### config.mk
export PLATFORM = sky130hd
export DESIGN_NAME = seg7_msg_sequencer
export DESIGN_NICKNAME = d
export VERILOG_FILES = /design/src/rtl/seg7_pkg.sv /design/src/rtl/seg7_msg_sequencer_msg_store.sv /design/src/rtl/seg7_msg_sequencer.sv
export SDC_FILE = /design/constraint.sdc
export NUM_CORES = 1
export LEC_CHECK = 0
export CORE_UTILIZATION = 35
export DETAILED_ROUTE_END_ITERATION = 12
export PLACE_DENSITY = 0.51
export SYNTH_ARGS = -nofsm -noshare
export SYNTH_HDL_FRONTEND = slang
export SYNTH_SLANG_ARGS = --single-unit
### constraint.sdc
create_clock -name clk -period 3.8 [get_ports clk]
set_input_delay 0.38 -clock clk [delete_from_list [all_inputs] [get_ports clk]]
set_output_delay 0.38 -clock clk [all_outputs]
set_load 0.1 [all_outputs]
### src/rtl/seg7_pkg.sv
// Shared letter codes, sequencer state encoding and the default banner
// used by the message sequencer and the 7-segment letter decoder.
package seg7_pkg;

    localparam logic [3:0] LTR_A     = 4'd0;
    localparam logic [3:0] LTR_B     = 4'd1;
    localparam logic [3:0] LTR_D     = 4'd2;
    localparam logic [3:0] LTR_U     = 4'd3;
    localparam logic [3:0] LTR_L     = 4'd4;
    localparam logic [3:0] LTR_DASH  = 4'd5;
    localparam logic [3:0] LTR_J     = 4'd6;
    localparam logic [3:0] LTR_O     = 4'd7;
    localparam logic [3:0] LTR_S     = 4'd8;
    localparam logic [3:0] LTR_E     = 4'd9;
    localparam logic [3:0] LTR_BLANK = 4'hF;

    // Highest code the decoder can render; anything above shows dark.
    localparam logic [3:0] LTR_MAX   = LTR_E;

    typedef enum logic [1:0] {
        ST_IDLE = 2'd0,
        ST_SHOW = 2'd1,
        ST_GAP  = 2'd2
    } state_t;

    // Reset content of a message slot: "ABDUL-JOSE" then blanks.
    function automatic logic [3:0] default_msg(input int idx);
        if (idx >= 0 && idx <= 9) begin
            return 4'(idx);
        end
        return LTR_BLANK;
    endfunction

endpackage

### src/rtl/seg7_msg_sequencer_msg_store.sv
// Small message register file: resets to the default banner, one synchronous
// write port and one combinational read port.
module msg_store
    import seg7_pkg::*;
#(
    parameter int MSG_DEPTH = 16,
    parameter int AW        = $clog2(MSG_DEPTH)
) (
    input  logic          clk,
    input  logic          rst,
    input  logic          wr_en,
    input  logic [AW-1:0] wr_addr,
    input  logic [3:0]    wr_data,
    input  logic [AW-1:0] rd_addr,
    output logic [3:0]    rd_data
);

    logic [3:0] mem_q [MSG_DEPTH];
    logic [3:0] mem_d [MSG_DEPTH];

    always_comb begin
        for (int i = 0; i < MSG_DEPTH; i++) begin
            mem_d[i] = mem_q[i];
        end
        if (wr_en) begin
            mem_d[wr_addr] = wr_data;
        end
    end

    always_ff @(posedge clk or posedge rst) begin
        if (rst) begin
            for (int i = 0; i < MSG_DEPTH; i++) begin
                mem_q[i] <= default_msg(i);
            end
        end else begin
            for (int i = 0; i < MSG_DEPTH; i++) begin
                mem_q[i] <= mem_d[i];
            end
        end
    end

    // Combinational so a live write reaches the display one cycle later.
    assign rd_data = mem_q[rd_addr];

endmodule

### src/rtl/seg7_msg_sequencer.sv
// Steps through the stored message one letter at a time, showing each for
// DWELL cycles followed by an optional GAP of dark cycles.
module seg7_msg_sequencer
    import seg7_pkg::*;
#(
    parameter int MSG_DEPTH = 16,
    parameter int DWELL     = 12_000_000,
    parameter int GAP       = 3_000_000,
    parameter int AW        = $clog2(MSG_DEPTH)
) (
    input  logic          clk,
    input  logic          rst,
    input  logic          start,
    input  logic          stop,
    input  logic          loop_en,
    input  logic [AW:0]   msg_len,
    input  logic          wr_en,
    input  logic [AW-1:0] wr_addr,
    input  logic [3:0]    wr_data,
    output logic [3:0]    letter,
    output logic          blank,
    output logic          busy,
    output logic          done,
    output logic [AW-1:0] pos
);

    localparam int CNT_MAX = (DWELL > GAP) ? DWELL : GAP;
    localparam int CW      = $clog2(CNT_MAX + 1);
    localparam logic [CW-1:0] DWELL_LAST = CW'(DWELL - 1);
    localparam logic [CW-1:0] GAP_LAST   = (GAP > 0) ? CW'(GAP - 1) : '0;
    localparam logic [AW:0]   DEPTH_L    = (AW + 1)'(MSG_DEPTH);

    state_t        state_q, state_d;
    logic [AW-1:0] pos_q, pos_d;
    logic [AW:0]   len_q, len_d;
    logic [CW-1:0] cnt_q, cnt_d;
    logic [3:0]    letter_q, letter_d;
    logic          busy_q, busy_d;
    logic          done_q, done_d;

    logic [3:0]    rd_data;
    logic          rd_ok;
    logic [3:0]    shown;
    logic          show_end;
    logic          gap_end;
    logic          advance;
    logic          is_last;

    msg_store #(
        .MSG_DEPTH (MSG_DEPTH),
        .AW        (AW)
    ) u_store (
        .clk     (clk),
        .rst     (rst),
        .wr_en   (wr_en),
        .wr_addr (wr_addr),
        .wr_data (wr_data),
        .rd_addr (pos_q),
        .rd_data (rd_data)
    );

    assign rd_ok = (rd_data <= LTR_MAX);
    assign shown = rd_ok ? rd_data : LTR_A;

    always_comb begin
        state_d  = state_q;
        pos_d    = pos_q;
        len_d    = len_q;
        cnt_d    = cnt_q + CW'(1);
        letter_d = (state_q == ST_SHOW) ? shown : letter_q;
        done_d   = 1'b0;

        show_end = (state_q == ST_SHOW) && (cnt_q == DWELL_LAST);
        gap_end  = (state_q == ST_GAP) && (cnt_q == GAP_LAST);
        advance  = gap_end || (show_end && (GAP == 0));
        is_last  = !({1'b0, pos_q} < (len_q - (AW + 1)'(1)));

        case (state_q)
            ST_IDLE: begin
                cnt_d = '0;
                if (start && !stop && (msg_len != '0)) begin
                    state_d = ST_SHOW;
                    pos_d   = '0;
                    len_d   = (msg_len > DEPTH_L) ? DEPTH_L : msg_len;
                end
            end
            ST_SHOW: begin
                if (show_end && (GAP > 0)) begin
                    state_d = ST_GAP;
                    cnt_d   = '0;
                end
            end
            ST_GAP: begin
                state_d = ST_GAP;
            end
            default: begin
                state_d = ST_IDLE;
                cnt_d   = '0;
            end
        endcase

        if (advance) begin
            cnt_d = '0;
            if (!is_last) begin
                pos_d   = pos_q + AW'(1);
                state_d = ST_SHOW;
            end else if (loop_en) begin
                pos_d   = '0;
                state_d = ST_SHOW;
            end else begin
                pos_d   = '0;
                state_d = ST_IDLE;
                done_d  = 1'b1;
            end
        end

        // Abort overrides a coincident terminal count, so no done pulse.
        if (stop && (state_q != ST_IDLE)) begin
            state_d = ST_IDLE;
            pos_d   = '0;
            cnt_d   = '0;
            done_d  = 1'b0;
        end

        busy_d = (state_d != ST_IDLE);
    end

    always_ff @(posedge clk or posedge rst) begin
        if (rst) begin
            state_q  <= ST_IDLE;
            pos_q    <= '0;
            len_q    <= '0;
            cnt_q    <= '0;
            letter_q <= LTR_A;
            busy_q   <= 1'b0;
            done_q   <= 1'b0;
        end else begin
            state_q  <= state_d;
            pos_q    <= pos_d;
            len_q    <= len_d;
            cnt_q    <= cnt_d;
            letter_q <= letter_d;
            busy_q   <= busy_d;
            done_q   <= done_d;
        end
    end

    // During GAP and IDLE the last shown code is held while the display is dark.
    assign letter = (state_q == ST_SHOW) ? shown : letter_q;
    assign blank  = !((state_q == ST_SHOW) && rd_ok);
    assign busy   = busy_q;
    assign done   = done_q;
    assign pos    = pos_q;

endmodule

## After elaboration in Yosys (flattened, before gate mapping)

Index checks and enable logic that the tools add are counted.

| word-level totals | value |
|---|---|
| register bits after elaboration | 105 |
| bits in latches | 0 |
| memory bits (writable) | 0 |
| bits in read-only memories | 0 |
| output and inout bits | 11 |
| logic and storage cells | 84 |
| memories | 0 |

| cells by class | value |
|---|---|
| add/subtract/negate cells | 3 |
| $mul | 0 |
| div/mod/pow operators | 0 |
| order comparisons | 6 |
| eq/ne operators | 4 |
| shifts and indexed selects | 0 |
| muxes and demuxes | 29 |
| bitwise operators | 2 |
| reduce and logical (&&, ||, !) cells | 17 |

Operators with widths:

| cell | count |
|---|---|
| 24-bit two-way mux | 3 |
| 64-bit bitwise mux | 1 |
| 24-bit case mux with 2 select lines | 1 |
| 4-bit two-way mux | 10 |
| 24-bit by 1-bit adder with 24-bit output, second input constant | 1 |
| 24-bit by 22-bit == test with 1-bit output, second input constant | 1 |
| 24-bit == test, second input constant | 1 |
| 4-bit binary-select mux with 4-bit select | 1 |
| 4-bit demux with 4-bit select | 1 |
| 5-bit greater-or-equal comparator, second input constant | 2 |
| 4-bit NOT with 5-bit output | 2 |
| 2-bit two-way mux | 4 |
| 1-bit logical AND | 7 |
| 1-bit two-way mux | 6 |
| 2-bit case mux with 3 select lines | 1 |
| 3-bit nonzero test | 2 |
| 5-bit greater-than comparator, second input constant | 1 |
| 4-bit by 5-bit less-than comparator with 1-bit output | 1 |
| 5-bit by 1-bit less-than comparator with 1-bit output, second input constant | 1 |
| 5-bit two-way mux | 1 |
| 5-bit nonzero test | 1 |
| 5-bit by 1-bit subtractor with 5-bit output, second input constant | 1 |
| 4-bit by 1-bit adder with 4-bit output, second input constant | 1 |
| 4-bit less-or-equal comparator, second input constant | 1 |
| other kinds (6) | 9 |

## Logic depth before layout (Yosys ltp)

Gate-level depths: netlist of the first run.

| logic depth | value |
|---|---|
| word-level depth | 8 |
| gate-level depth with buffers | 10 |
| mapped depth without buffers | 10 |

## Hierarchy

A second synthesis of the first run with hierarchy kept.

| unflattened totals | value |
|---|---|
| cell total of the unflattened synthesis | 444 |
| area, all modules | 5,407.7 um^2 |

By module, submodules not included:

| module | instances | cells each | area each (um^2) | seq. area each (um^2) |
|---|---|---|---|---|
| msg_store | 1 | 202 | 3,056.7 | 1,650.3 |
| seg7_msg_sequencer | 1 | 242 | 2,351.0 | 1,026.0 |

## Worst setup path before layout of the first run

Ideal clock, no wire load.

| path | value |
|---|---|
| path type | reg2out |
| from | register pos_q[2], in the netlist pos[2] |
| to | output port blank |
| data arrival time | 4.106 ns |
| data required time | 3.420 ns |
| path slack | -0.686 ns |
| cell stages (with the launch flop) | 8 |
| cells stage by stage | dfrtp_1 -> clkbuf_1 -> buf_2 -> mux4_2 -> mux2i_1 -> nand3_1 -> o31ai_4 -> o21ai_0 |

| between the ends | value |
|---|---|
| longest elaborated chain between the ends | 7 |

RTL lines:

| what | line | source |
|---|---|---|
| from (decl) | seg7_msg_sequencer.sv:34 | `logic [AW-1:0] pos_q, pos_d;` |
| from (signal assigned) | seg7_msg_sequencer.sv:139 | `pos_q <= pos_d;` |
| 4-bit NOT with 5-bit output (not written as such) | seg7_msg_sequencer_msg_store.sv:43 | `assign rd_data = mem_q[rd_addr];` |
| 4-bit binary-select mux with 4-bit select | seg7_msg_sequencer_msg_store.sv:43 |  |
| 4-bit two-way mux (not written as such) (2 in series) | seg7_msg_sequencer_msg_store.sv:43 |  |
| 4-bit less-or-equal comparator | seg7_msg_sequencer.sv:62 | `assign rd_ok = (rd_data <= LTR_MAX);` |
| 1-bit logical AND | seg7_msg_sequencer.sv:150 | `assign blank = !((state_q == ST_SHOW) && rd_ok);` |
| 1-bit logical NOT | seg7_msg_sequencer.sv:150 |  |
| to (decl) | seg7_msg_sequencer.sv:21 | `output logic blank,` |

No other way between the ends. The select of a mux whose other input is x is not followed.

## Worst setup path after layout of the first run

| path | value |
|---|---|
| from | register pos_q[0], in the netlist pos[0] |
| to | output port letter[2] |

| between the ends | value |
|---|---|
| longest elaborated chain between the ends | 7 |

RTL lines:

| what | line | source |
|---|---|---|
| 4-bit NOT with 5-bit output (not written as such) * | seg7_msg_sequencer_msg_store.sv:43 |  |
| 4-bit binary-select mux with 4-bit select * | seg7_msg_sequencer_msg_store.sv:43 |  |
| 4-bit two-way mux (not written as such) * (2 in series) | seg7_msg_sequencer_msg_store.sv:43 |  |
| 4-bit less-or-equal comparator | seg7_msg_sequencer.sv:62 |  |
| 4-bit two-way mux * | seg7_msg_sequencer.sv:63 | `assign shown = rd_ok ? rd_data : LTR_A;` |
| 4-bit two-way mux * | seg7_msg_sequencer.sv:149 | `assign letter = (state_q == ST_SHOW) ? shown : letter_q;` |
| to (decl) | seg7_msg_sequencer.sv:20 | `output logic [3:0] letter,` |

Mark *: on every way between the ends. The rest lies on a longest branch, timed or not. The select of a mux whose other input is x is not followed.

==> impl_results.md, run 1 <==
- CP max stage cell: dfrtp_1
- Setup-failing EPs final: 0
- Combinational share of power: 0.277
- Post-route DRC: 0
- Hold-fix buffers at CTS: 0
- Post-Syn Instances: about 420
- P_leak: approximately 2.4 nW
- Syn Area/Cell: around 13 um2
- Starting Density: 0.359
- Crit start category: register
- Ys flop type: dfrtp_1
- Layout cells sized above 1: 0.344
- Leading area contributor after synthesis: dfrtp_1
- Fill cells: ~1400
- Die height: approximately 120 um
- Final Hold Fails: 0
- Clock Tree Root: clkbuf_16
- #FFs+latches synth: 105
- Total gr overflow: 0
- TNS Setup: 0 ns
- Period utilization: 0.870
- Multi-input logic area: 0.00242 mm2
- Cell variety after synth: 47
- Post-synth ARST share: 1.00
- Row count: 44
- Antenna Violating Nets Remaining: 0
- Worst slew pin tran: 0.965 ns
- Critical Path RT: between 3 and 4 ns
- Max IR drop VDD: 0.233 mV
- CTS tree: yes
- Final wirelength: approximately 11000 um
- Clock power share: 0.275
- Worst-path clk slew: 0.07 ns
- Clock latency on the worst-skew pair: approximately 0.35 ns
- Antenna diodes: 0
- Status: complete, no violations
- Layout Skew: between 0.008 and 0.009 ns
- GPL Wtd Cong: 0.766
- Internal power: between 0.002 and 0.0025 W
- Synth warnings: 0
- Pwr/cell area: 569 mW/mm2
- Register area share after synthesis: 0.511
- Post-CTS setup buffer count: 0
- Worst hold path class: reg -> reg
- Fin. max-slew vios: 0
- Rel. slew slack: 0.355
- Synth Net Count: roughly 450
- Sequential share of power: 0.448
- Switch share: 0.315
- Critical path endpoint category: output pin
- WP data arrival: 2.93 ns
- Post-Syn Area: approximately 0.0052 mm2
- 1st-iter DRT viols: 186
- Area grow syn2layout: 15.2%
- Final Critical Period: approximately 3.3 ns
- H-tree depth: 3
- Post-DP HPWL: 7830 um
- Number of vias per cell: slightly above 5
- FF+latch area: 0.00268 mm2
- Largest net degree at the start of global routing: 68
- Die area: 0.0155 mm2
- Die width: roughly 120 um
- Switching power: about 0.0011 W
- Detailed-route via count: roughly 3300
- DR pass1 iterations: 4
- CTS Buf Count: 9
- Post-synth EDFFs: 0
- Worst path max stage delay: 0.90 ns
- First-pass GRT wire length: 18600 um
- Final Power: between 0.003 and 0.004 W
- # clock sinks: about 110
- Share of the synthesized area in the top cell type: 0.315
- MaxCap Viol Count: 0
- # IOs: 30
- Post-CTS Resized: 0
- RSZ-0062 raised after global routing: no
- Vias in the first global route: approximately 3400
- Wirelength per Cell: between 15 and 20 um
- I/O Buffers: 29
- GRT Overall Usage: 0.156
- Worst path cell trace: mux4_2 > mux2_2 > a21oi_4 > o2111ai_1 > o21ai_1 > buf_12
- Final nets: approximately 480
- Initial antenna violation count: 0
- Peak Freq: about 0.30 GHz
- Max Buffers Root-to-Sink: 2
- Worst Path Class, Setup: reg -> out
- Largest cells by area after synthesis: dfrtp_1 32%, dfstp_2 20%, mux2_2 15%
- Core area: roughly 0.015 mm2
- Worst Path Max Fanout: 18
[flip-flops by register name, indices dropped and copies added, names as in the netlist]
| signal | flops |
|---|---|
| done | 1 |
| letter_q | 4 |
| len_q | 5 |
| u_store.mem_q | 64 |
| busy | 1 |
| pos | 4 |
| state_q | 2 |
| cnt_q | 24 |
[stage by stage]
stage / utilization / std cells / setup slack, ns / cell area [um2] / hold slack (ns)
floorplan: - / 419 / 0.0735 / 5240 / 0.453
global placement: 0.393 / 621 / 0.836 / 5740 / 0.488
detailed placement: 0.393 / 621 / 0.796 / 5740 / 0.496
CTS: 0.414 / 637 / 0.419 / 6030 / 0.511
global route: 0.414 / 637 / 0.250 / 6030 / 0.524
finish: 0.414 / 637 / 0.493 / 6030 / 0.509
[cell families (layout without fill, tap and decap cells)]
logic type,count (synthesis),in the layout,synth area share
and+or+nand+nor,132,132,0.128
adders and majority gates,10,10,0.0239
xor gates and xnor gates,25,25,0.0418
DFF,105,105,0.511
buffers and inverters,26,60,0.0263
AOI/OAI and AO/OA,33,33,0.0442
muxes,88,88,0.225
[metal layers]
metal	vias to the layer above	global-route usage	part of all wire
li1	1556	-	-
met1	1665	0.208	0.47
met2	27	0.249	0.49
met3	13	0.0344	0.024
met4	0	0.0546	0.020
met5	-	0	0
[worst max-delay path: cells and delay by family (launching register included)]
kind                   cells  cell delay [ns]
flip-flops                 1             0.90
buffers and inverters      1             0.22
AO/OA/AOI/OAI              3             0.56
multiplexers               2             0.89
[cell usage after synthesis (all sizes together), types with 2 or more instances]
cell	count
mux2	68
dfrtp	66
nor2	42
dfstp	39
nand2	27
mux4	17
o21ai	17
nand3	15
xor2	15
inv	12
ha	10
xnor2	10
nand2b	9
buf	8
clkbuf	6
nor3	6
and3	5
nor3b	5
a21oi	4
nor2b	4
o211ai	4
or3	4
mux2i	3
a31oi	2
nand3b	2
nand4b	2
nor4	2
o2111ai	2
[power groups by stage]
stage	logic, W	registers (W)	clock network, W
2_1_floorplan	0.000684	0.00154	0
3_3_place_gp	0.000949	0.00156	0
3_5_place_dp	0.000968	0.00156	0
4_1_cts	0.000967	0.00154	0.000983
5_1_grt	0.00104	0.00157	0.00103
6_report	0.000953	0.00154	0.000945
[layout by cell type (no fill, tap or decap), types with 2 or more instances in the layout]
| cell type | n |
|---|---|
| mux2_2 | 68 |
| dfrtp_1 | 66 |
| nor2_1 | 42 |
| dfstp_2 | 39 |
| nand2_1 | 27 |
| clkdlybuf4s50_1 | 22 |
| mux4_2 | 17 |
| nand3_1 | 15 |
| xor2_1 | 15 |
| o21ai_0 | 12 |
| inv_1 | 11 |
| xnor2_1 | 10 |
| ha_1 | 10 |
| nand2b_1 | 9 |
| clkbuf_16 | 9 |
| nor3_1 | 6 |
| nor3b_1 | 5 |
| buf_12 | 5 |
| buf_4 | 5 |
| or3_1 | 4 |
| nor2b_1 | 4 |
| o211ai_1 | 4 |
| and3_1 | 4 |
| a21oi_1 | 3 |
| mux2i_1 | 3 |
| o21ai_1 | 3 |
| nand4b_1 | 2 |
| nor4_1 | 2 |
| a31oi_1 | 2 |
| nand3b_1 | 2 |
| o2111ai_1 | 2 |
| o21ai_2 | 2 |
| clkbuf_1 | 2 |
[worst paths after layout]
| kind | cells after the start | from | endpoint | slack, ns |
|---|---|---|---|---|
| max reg2reg | 7 | pos[2] | pos[2] | 1.32 |
| max in group asynchronous | 3 | rst | u_store.mem_q[42] | 2.46 |
| min reg2reg | 1 | u_store.mem_q[41] | u_store.mem_q[41] | 0.51 |
| min | 1 | u_store.mem_q[41] | u_store.mem_q[41] | 0.51 |
| min in group asynchronous | 2 | rst | cnt_q[3] | 0.57 |
| max | 6 | pos[0] | letter[2] | 0.49 |
[layout make-up]
| type | count | area share |
|---|---|---|
| clock buffers | 12 | 0.0408 |
| clock inverters | 4 | 0.00871 |
| inverters | 12 | 0.00788 |
| multi-input cells | 288 | 0.402 |
| flip-flops and latches | 105 | 0.444 |
| well taps | 184 | 0.0382 |
| repair buffers | 32 | 0.0593 |
No activity file was read; power rests on OpenSTA's default activity.
==> inputs of run 2 (changes only) <==
Clock period 3.8 ns to 3.18 ns, I/O delays scaled along.
==> run 2 against run 1 <==
Against the previous run:
- register-to-register slack lost 0.46 ns
- critical path depth unchanged
- cell count rose by 0.47%
- critical path type unchanged
==> impl_results.md, run 2 (same netlist as run 1, synthesis figures left out) <==
- Crit path buf inv count: 1
- Fin. max-slew vios: 0
- RSZ-0062 raised after global routing: no
- Internal power: between 0.002 and 0.003 W
- Area after DPL: about 0.0058 mm2
- Largest net degree at the start of global routing: around 50
- Total gr overflow: 0
- MaxCap Viol Count: 0
- Max Buffers Root-to-Sink: 2
- Crit start category: register
- Setup-failing EPs final: 0
- Die width: about 120 um
- Period utilization: 0.929
- Worst R2R End: pos[2]
- Max IR drop VDD: a little under 0.3 mV
- # clock sinks: ~110
- Status: complete, no violations
- Combinational share of power: 0.286
- Biggest register: u_store.mem_q
- Setup WS post-layout: 0.226 ns
- Wirelength per Cell: 17.2 um
- Final Power: around 0.004 W
- Largest regs: u_store.mem_q (64), cnt_q (24), len_q (5)
- Worst path cell trace: mux4_2 > mux2_2 > a21oi_4 > o2111ai_1 > o21ai_2 > buf_12
- First-pass GRT wire length: approximately 19000 um
- Hold-fix buffers at CTS: 0
- Worst Path Class, Setup: reg -> out
- Critical Path RT: 2.86 ns
- Clock Tree Root: clkbuf_16
- CP delay by family, top: multiplexers
- Switch share: 0.313
- Final Instance Count excl. Fillers: 640
- DR pass1 iterations: 4
- Post-CTS setup buffer count: 0
- CP max stage cell: dfrtp_1
- FF-to-FF Start: len_q[0]
- P_leak: roughly 2.4 nW
- Final wirelength: approximately 11000 um
- Die height: approximately 120 um
- Clock power share: 0.264
- Pre-CTS WS: ~0.46 ns
- Peak Freq: around 0.34 GHz
- Die area: 0.0155 mm2
- 1st-iter DRT viols: around 160
- Most frequent cells in the layout: 68 x mux2_2, 64 x dfrtp_1, 42 x nor2_1, 39 x dfstp_2, 27 x nand2_1
- R2R cell count: 10
- Final Hold Fails: 0
- Placed cell count: around 620
- Worst path max stage delay: roughly 0.66 ns
- Post-DP HPWL: ~8000 um
- Worst Path Max Fanout: 9
- Commonest non-fill, non-tap cell in the layout: mux2_2
- Critical path endpoint category: output pin
- Largest register FFs: 64
- Vias in the first global route: 3475
- Layout cells sized above 1: 0.360
- Row count: 44
- Sequential share of power: 0.450
- R2R Setup Slk: between 0.8 and 0.9 ns
- Rel. slew slack: 0.358
- Switching power: 0.00128 W
- Number of vias per cell: just over 5
- Finished Cell Area: about 0.0061 mm2
- I/O Buffers: 29
- Antenna diodes: 0
- GPL Wtd Cong: 0.761
- Final nets: 480
- Area grow syn2layout: 15.9%
- Core area: ~0.015 mm2
- GRT Overall Usage: 0.157
- Initial antenna violation count: 0
- Starting Density: 0.359
- Layout Skew: about 0.0075 ns
- CTS Buf Count: 9
- Worst hold path class: in -> async
- Antenna Violating Nets Remaining: 0
- Final Critical Period: just under 3 ns
- # IOs: 30
- Worst-path clk slew: approximately 0.070 ns
- Worst slew pin tran: 0.961 ns
- Pwr/cell area: approximately 670 mW/mm2
- CTS tree: yes
- Post-route DRC: 0
- Detailed-route via count: 3237
- H-tree depth: 3
- Clock latency on the worst-skew pair: 0.35 ns
- WP data arrival: around 2.6 ns
[run 2: worst max-delay path by stage]
stage	startpoint	endpoint	slack, ns	depth (start not counted)
after floorplan	rst	pos[1]	-0.07	1
after global placement	pos[1]	letter[0]	0.52	6
after detailed placement	pos[1]	letter[0]	0.46	6
after CTS	pos[1]	letter[0]	0.07	6
after global routing	pos[0]	letter[1]	0.03	6
final	pos[0]	letter[1]	0.23	6
[run 2: cell type report]
cell class              instances  area [um2]
clock inverters                 3        42.5
clock buffers                  13         240
flip-flops and latches        105        2680
fillers                      1348        8520
repair buffers                 35         388
inverters                      12        47.5
multi-input cells             288        2440
well taps                     184         230
[run 2: power groups by stage]
stage               sequential [W]  combinational [W]  clock (W)
CTS                        0.00184            0.00119    0.00112
floorplan                  0.00184           0.000835          0
global route               0.00188            0.00127    0.00116
global placement           0.00186            0.00116          0
detailed placement         0.00186            0.00119          0
finish                     0.00184            0.00117    0.00108
[run 2: metrics by stage]
step | setup TNS, ns | util | hold WS (ns)
after CTS | 0 | 0.416 | 0.416
after global placement | 0 | 0.397 | 0.486
after global routing | 0 | 0.416 | 0.462
final | 0 | 0.416 | 0.401
after detailed placement | 0 | 0.397 | 0.491
after floorplan | -0.136 | - | 0.391
[run 2: metal layers]
layer | GRT usage | routed length, um
met2 | 0.256 | 5340
met1 | 0.205 | 5200
met5 | 0 | 0
met3 | 0.0331 | 286
met4 | 0.0581 | 203
[run 2: what timing repair did]
item / in CTS / in global routing
endpoints found under the hold margin: 0 / 0
resized for setup: 0 / 1
endpoints found under the setup margin: 0 / 1
